## src/rtl/fft_reorder_buffer.sv

```systemverilog
// Ping-pong frame buffer feeding the radix-2 FFT: frames arrive in natural order
// and leave in bit-reversed (or natural, when bypassed) order, one sample per clock.
module fft_reorder_buffer #(
   parameter int SAMPLES = 8,
   parameter int WIDTH   = 16,
   localparam int IW     = $clog2(SAMPLES)
) (
   input  logic             clk,
   input  logic             rst_n,
   input  logic             reverse_en,
   input  logic             flush,
   input  logic [WIDTH-1:0] in_data,
   input  logic             in_valid,
   output logic             in_ready,
   output logic [WIDTH-1:0] out_data,
   output logic             out_valid,
   input  logic             out_ready,
   output logic             out_last,
   output logic [IW-1:0]    out_index
);

   localparam logic [IW-1:0] LAST_IDX = IW'(SAMPLES - 1);

   logic [WIDTH-1:0] mem [2][SAMPLES];
   logic [1:0]       full;
   logic [1:0]       mode;
   logic             wr_bank;
   logic             rd_bank;
   logic [IW-1:0]    wr_idx;
   logic [IW-1:0]    rd_idx;
   logic [IW-1:0]    rev_idx;
   logic [IW-1:0]    rd_addr;
   logic             wr_fire;
   logic             rd_fire;

   genvar gi;
   generate
      for (gi = 0; gi < IW; gi++) begin : g_bitrev
         assign rev_idx[gi] = rd_idx[IW-1-gi];
      end
   endgenerate

   assign in_ready  = !full[wr_bank];
   assign out_valid = full[rd_bank];
   assign wr_fire   = in_valid && in_ready;
   assign rd_fire   = out_valid && out_ready;
   assign rd_addr   = mode[rd_bank] ? rev_idx : rd_idx;
   assign out_data  = mem[rd_bank][rd_addr];
   assign out_index = rd_addr;
   assign out_last  = out_valid && (rd_idx == LAST_IDX);

   // Sample storage has no reset; flush discards the colliding write.
   always_ff @(posedge clk) begin
      if (wr_fire && !flush) begin
         mem[wr_bank][wr_idx] <= in_data;
      end
   end

   always_ff @(posedge clk or negedge rst_n) begin
      if (!rst_n) begin
         full    <= '0;
         mode    <= '0;
         wr_bank <= 1'b0;
         rd_bank <= 1'b0;
         wr_idx  <= '0;
         rd_idx  <= '0;
      end else if (flush) begin
         full    <= '0;
         wr_bank <= 1'b0;
         rd_bank <= 1'b0;
         wr_idx  <= '0;
         rd_idx  <= '0;
      end else begin
         // Write and read always target different banks, so the two full-bit updates never collide.
         if (wr_fire) begin
            if (wr_idx == '0) begin
               mode[wr_bank] <= reverse_en;
            end
            if (wr_idx == LAST_IDX) begin
               full[wr_bank] <= 1'b1;
               wr_bank       <= !wr_bank;
               wr_idx        <= '0;
            end else begin
               wr_idx <= wr_idx + IW'(1);
            end
         end
         if (rd_fire) begin
            if (rd_idx == LAST_IDX) begin
               full[rd_bank] <= 1'b0;
               rd_bank       <= !rd_bank;
               rd_idx        <= '0;
            end else begin
               rd_idx <= rd_idx + IW'(1);
            end
         end
      end
   end

endmodule

```

## config.mk

```make
export PLATFORM = sky130hd
export DESIGN_NAME = fft_reorder_buffer
export DESIGN_NICKNAME = d
export VERILOG_FILES = /design/src/rtl/fft_reorder_buffer.sv
export SDC_FILE = /design/constraint.sdc
export NUM_CORES = 1
export LEC_CHECK = 0
export ABC_AREA = 0
export BUFFER_PORTS_ARGS = -buffer_cell sky130_fd_sc_hd__buf_2
export CORE_ASPECT_RATIO = 0.7
export CORE_MARGIN = 3
export CORE_UTILIZATION = 30
export CTS_CLUSTER_DIAMETER = 150
export CTS_CLUSTER_SIZE = 8
export DETAILED_ROUTE_END_ITERATION = 6
export MAX_ROUTING_LAYER = met4
export PLACE_DENSITY_LB_ADDON = 0.3
export SLEW_MARGIN = 25
export SYNTH_ARGS = -nofsm -noshare
export SYNTH_HDL_FRONTEND = slang
export SYNTH_SLANG_ARGS = --single-unit
```

## constraint.sdc

```tcl
create_clock -name clk -period 4.2 [get_ports clk]
set_clock_uncertainty 0.05 [all_clocks]
set_input_delay 0.21 -clock clk [delete_from_list [all_inputs] [get_ports clk]]
set_output_delay 0.21 -clock clk [all_outputs]
set_load 0.02 [all_outputs]
```

==> results.ini, run 1 <==
[status]
status=finished clean

[layout]
layout.cell_area.non_filler_um2=12500
synthToLayoutAreaGrowth_pct=18.9
num-nets-final=717
final_layout_size_suffix_gt1_frac=0.191
final_util=0.368

[placed_design]
gp_congestion=0.742
place_ws_ns=0.589
place_area_um2=11400
hpwl_um=14100
io_buffers=43

[pwr]
ir_worst_vdd_v=0.000232
leakage_nw=3.91
power_w=0.00585
powerDensity_nw_per_um2=466

[critical_path]
r2r-start=wr_bank
max_stage_delay_ns=0.64
cp-end-kind=output port
r2r_slack_ns=1.25
path_class=reg2out
start_kind=flip-flop
reg2reg_to=mem[1][80]
critPathSlowestCell=dfrtp_1
reg2regPathDepth=6
path_max_fanout=38
worstPathArrival_ns=3.67
required_ns=3.94
worstPathCellList=mux2i_2 > mux2_8 > buf_4 > mux2i_1 > o22ai_1 > or4_1 > buf_2

[sta]
period_minus_slack_ns=3.93
setup_violations=0
slew-limit-headroom=0.305
worst_pin_slew_ns=1.04
slew_viol_final=0
max_freq_mhz=255
hold_viol=0
layout_setup_ws_ns=0.274
tns_ns=0
rsz0062_at_grt=false
final.period_utilization=0.935

[synthesis]
synth_sequential_area_ratio=0.757
synth-edff-count=256
yosysTopAreaCellShare=0.728
synthDistinctLibCells=33
async_flop_share=0.0448
synth_compound_area_frac=0.0505
synthMuxAreaShare=0.128
synth_common_cells=256 x edfxtp_1, 126 x mux2i_1, 62 x o22ai_1
synth-simple-area-share=0.0378
yosys_warnings=0
syn-num-nets=636
synth_top_family_by_area=multiplexers
synth_fa_ha_area_frac=0.00593
synth.area.top_cells=edfxtp_1 73%, mux2i_1 12%, o22ai_1 3.7%
synth_xor_xnor_area_share=0.00166
synth-seq-cells=268
synth_top_area_cell=edfxtp_1
syn_inst=609
synth-main-ff-cell=edfxtp_1
yosysMostFrequentCell=edfxtp_1
netlist_area_um2=10600
synth.avg_cell_area_um2=17.3

[clocking]
cts-root-buf=clkbuf_16
cts.sinks=268
htreeDepth=2
clk_pin_slew_ns=0.05
clock_path_buffers=3
cts_buffers=39
worst_skew_pair.late_latency_ns=0.50
cts_tree=yes

[detailed_routing]
wl_per_cell_um=22.1
dr.pass1.iters=5
vias=5679
drt_iter0_drc=479
routed_wl_um=25800
ant_nets=0
drc_errors=0
drt-vias-per-instance=4.88

[min_path]
min_path_type=in2reg
holdPathStages=1
min_from=in_data[10]
whs_endpoint=mem[0][42]

[global_routing]
grt_pass1_vias=5588
grt_antenna_before_repair=1
grt_pass1_wl_um=37600
grt_usage=0.139
grt_overflow_total=0
grt_max_degree=77

[floorplan]
num_rows=56
core_area_um2=34100
die_area_um2=37500
io_pins=44
die_h_um=163
die_w_um=230
start_util=0.310

[flow_run]
max_cap_viol_count=0

flip-flops by register name (all words and copies together), names as in the netlist:
name and cells:
mem 256, rd_idx 3, wr_idx 3, mode 2, wr_bank 1, rd_bank 1
full 2
cell type report:
type | instances | area (um2)
inverter | 6 | 22.5
fill | 3199 | 21500
multi-input combinational | 307 | 2460
antenna | 1 | 2.50
clock inverter | 4 | 56.3
clock buffer | 45 | 998
tap | 464 | 581
timing repair buffer | 68 | 440
sequential | 268 | 7990
routing by layer:
layer | part of all wire | wire, um | track usage
met3 | 0.058 | 1500 | 0.0318
met4 | 0.015 | 396 | 0.0348
met2 | 0.45 | 11600 | 0.206
met5 | 0 | 0 | -
met1 | 0.48 | 12300 | 0.195
critical path, delay by kind of cell, from the launching register on:
kind,cells,cell delay [ns]
flops,1,0.64
mux,3,1.30
compound gates,1,0.10
buf+inv,2,0.53
simple gates,1,0.56
worst max-delay path by stage:
stage               startpoint     endpoint  slack (ns)  cells past startpoint
floorplan              wr_bank  mem[0][112]        0.72                      6
global placement       rd_bank  out_data[8]        0.69                      7
detailed placement     rd_bank  out_data[7]        0.59                      7
CTS                    rd_bank  out_data[7]        0.04                      7
global route           rd_bank  out_data[8]        0.06                      7
finish                 rd_bank  out_data[7]        0.27                      7
repair_timing:
action                                  in CTS  in global routing
endpoints found under the setup margin       0                  8
hold buffers                                 5                  0
resized for setup                            0                  1
setup buffers                                0                  0
hold endpoints to repair                    23                  0
metrics by stage:
step | cells | hold slack (ns)
floorplan | 609 | -0.136
global placement | 1107 | 0.0627
detailed placement | 1107 | 0.0648
CTS | 1161 | 0.0138
global route | 1163 | 0.0237
finish | 1163 | 0.0302
cells in the final DEF, fill, tap and decap left out, types with 3 or more instances in the layout:
master / synthesis / layout
edfxtp_1: 256 / 256
mux2i_1: 126 / 125
o22ai_1: 62 / 62
buf_2: 4 / 43
clkbuf_16: 0 / 39
nand2_1: 18 / 18
buf_4: 4 / 18
or4_1: 16 / 16
nor2_1: 25 / 13
nor2_2: 0 / 12
dfrtp_1: 12 / 12
a21oi_1: 9 / 9
nand3_1: 10 / 8
clkbuf_1: 13 / 6
mux2_2: 6 / 5
inv_1: 5 / 5
ha_1: 5 / 5
dlygate4sd3_1: 0 / 5
nor3_1: 8 / 4
o221ai_1: 4 / 4
nor3_2: 0 / 4
inv_6: 0 / 3
logic make-up (layout without fill, tap and decap cells):
logic type,Yosys count,count (layout)
other cells,0,1
flops,268,268
mux,134,135
buf+inv,35,123
fa+ha+maj,5,5
simple gates,81,81
xor+xnor,2,2
compound gates,84,84
report_power, final:
group	internal [W]	switching, W
Combinational	0.0000384	0.0000871
Sequential	0.00295	0.0000114
Clock	0.00172	0.00104
No activity file was read; power rests on OpenSTA's default activity.
==> run 2, diff against run 1 <==
- BUFFER_PORTS_ARGS: -buffer_cell sky130_fd_sc_hd__buf_2 -> default
- DONT_BUFFER_PORTS: default -> 1
==> results.ini, run 2 (synthesized netlist as in run 1, its figures left out) <==
[status]
status=finished clean

[pwr]
powerDensity_nw_per_um2=467
leakage_nw=3.81
ir_worst_vdd_v=0.000276

[critical_path]
worstPathArrival_ns=3.57
required_ns=3.94
r2r_slack_ns=1.10
path_max_fanout=40
max_stage_delay_ns=0.69
path_buf_inv=1
reg2regPathDepth=7
r2r-start=wr_bank
reg2reg_to=mem[1][88]
critPathSlowestCell=or4_1
worstPathCellList=mux2i_2 > mux2_8 > buf_12 > mux2i_1 > o22ai_1 > or4_1
cpLargestDelayFamily=multiplexers
start_kind=flip-flop
path_class=reg2out
cp-end-kind=output port

[global_routing]
grt_overflow_total=0
grt_antenna_before_repair=2
grt_max_degree=73
grt_pass1_wl_um=37200
grt_usage=0.139
grt_pass1_vias=5749

[clocking]
cts_setup_buffers=0
cts_buffers=39
cts.sinks=268
worst_skew_pair.late_latency_ns=0.51
cts-root-buf=clkbuf_16
cts_tree=yes
clock_path_buffers=3
clk_pin_slew_ns=0.05
htreeDepth=2

[min_path]
min_path_type=in2async

[sta]
max_freq_mhz=261
hold_viol=0
slew_viol_final=0
worst_pin_slew_ns=1.00
setup_violations=0
tns_ns=0
period_minus_slack_ns=3.83
rsz0062_at_grt=false
slew-limit-headroom=0.331
final.period_utilization=0.911

[layout]
register_area_um2=7990
final_cell_mix=256 x edfxtp_1, 125 x mux2i_1, 62 x o22ai_1, 39 x clkbuf_16, 22 x buf_4
layout.cells.non_filler=1140
synthToLayoutAreaGrowth_pct=18.4
num-nets-final=693
largest_register_ffs=256
layout.cell_area.non_filler_um2=12500
final_layout_size_suffix_gt1_frac=0.135
fillers=3170
top_regs=mem (256), rd_idx (3), wr_idx (3)
largest-register=mem
multi_input_area_um2=2450
layout_commonest_cell=edfxtp_1

[detailed_routing]
routed_wl_um=25500
drc_errors=0
vias=5684
ant_nets=0
drt-vias-per-instance=4.99
drt_iter0_drc=482
wl_per_cell_um=22.4
dr.pass1.iters=4

[floorplan]
core_area_um2=34100
num_rows=56
die_w_um=230
io_pins=44
start_util=0.310
die_h_um=163
die_area_um2=37500

[placed_design]
hpwl_um=14500
io_buffers=0
gp_congestion=0.767
placed_cells_incl_taps=1067
place_area_um2=11200

[flow_run]
max_cap_viol_count=0

[run 2: layout make-up]
type,count,area share
multi-input combinational,307,0.196
clock inverter,4,0.00451
antenna,2,0.000401
clock buffer,45,0.0799
inverter,6,0.00180
sequential,268,0.639
timing repair buffer,44,0.0316
tap,464,0.0465
[run 2: worst reg2reg max path, stage by stage, from the launching register on]
cell     delay (ns)
dfrtp_1        0.58
mux2i_1        0.24
buf_4          0.18
nand2_1        0.16
nor3_1         0.35
nand2_1        0.23
nor2_2         0.61
buf_4          0.38
[run 2: timing repair]
action,4_1_cts,5_1_grt
endpoints found under the setup margin,0,6
endpoints found under the hold margin,280,0
resized for setup,0,1
hold buffers,21,0
[run 2: worst max-delay path by stage]
stage / endpoint / cells after the start / slack [ns] / from
global route: out_data[0] / 6 / 0.19 / rd_bank
CTS: out_data[0] / 6 / 0.15 / rd_bank
detailed placement: out_data[0] / 6 / 0.69 / rd_bank
finish: out_data[0] / 6 / 0.37 / rd_bank
global placement: out_data[0] / 6 / 0.78 / rd_bank
floorplan: mem[0][112] / 6 / 0.72 / wr_bank
[run 2: per-stage QoR]
stage / util / setup WS (ns) / hold WS [ns] / total power (W)
after floorplan: - / 0.719 / -0.136 / 0.00306
after global placement: 0.329 / 0.780 / -0.135 / 0.00308
after detailed placement: 0.329 / 0.686 / -0.135 / 0.00308
after CTS: 0.366 / 0.146 / 0.0964 / 0.00590
after global routing: 0.367 / 0.187 / 0.126 / 0.00603
final: 0.367 / 0.373 / 0.0783 / 0.00584
[run 2: per-layer routing]
| layer | up-vias | track usage | share of wire | routed length [um] |
|---|---|---|---|---|
| met3 | 41 | 0.0343 | 0.069 | 1760 |
| met4 | 0 | 0.0382 | 0.019 | 480 |
| met5 | - | - | 0 | 0 |
| met2 | 169 | 0.207 | 0.46 | 11600 |
| li1 | 2558 | - | - | - |
| met1 | 2916 | 0.189 | 0.46 | 11600 |
[run 2: power by group]
part	total [W]	internal (W)	leakage (nW)	switching, W
sequential	0.00297	0.00295	2.47	0.0000116
clock	0.00275	0.00172	0.515	0.00103
combinational	0.000124	0.0000373	0.824	0.0000864
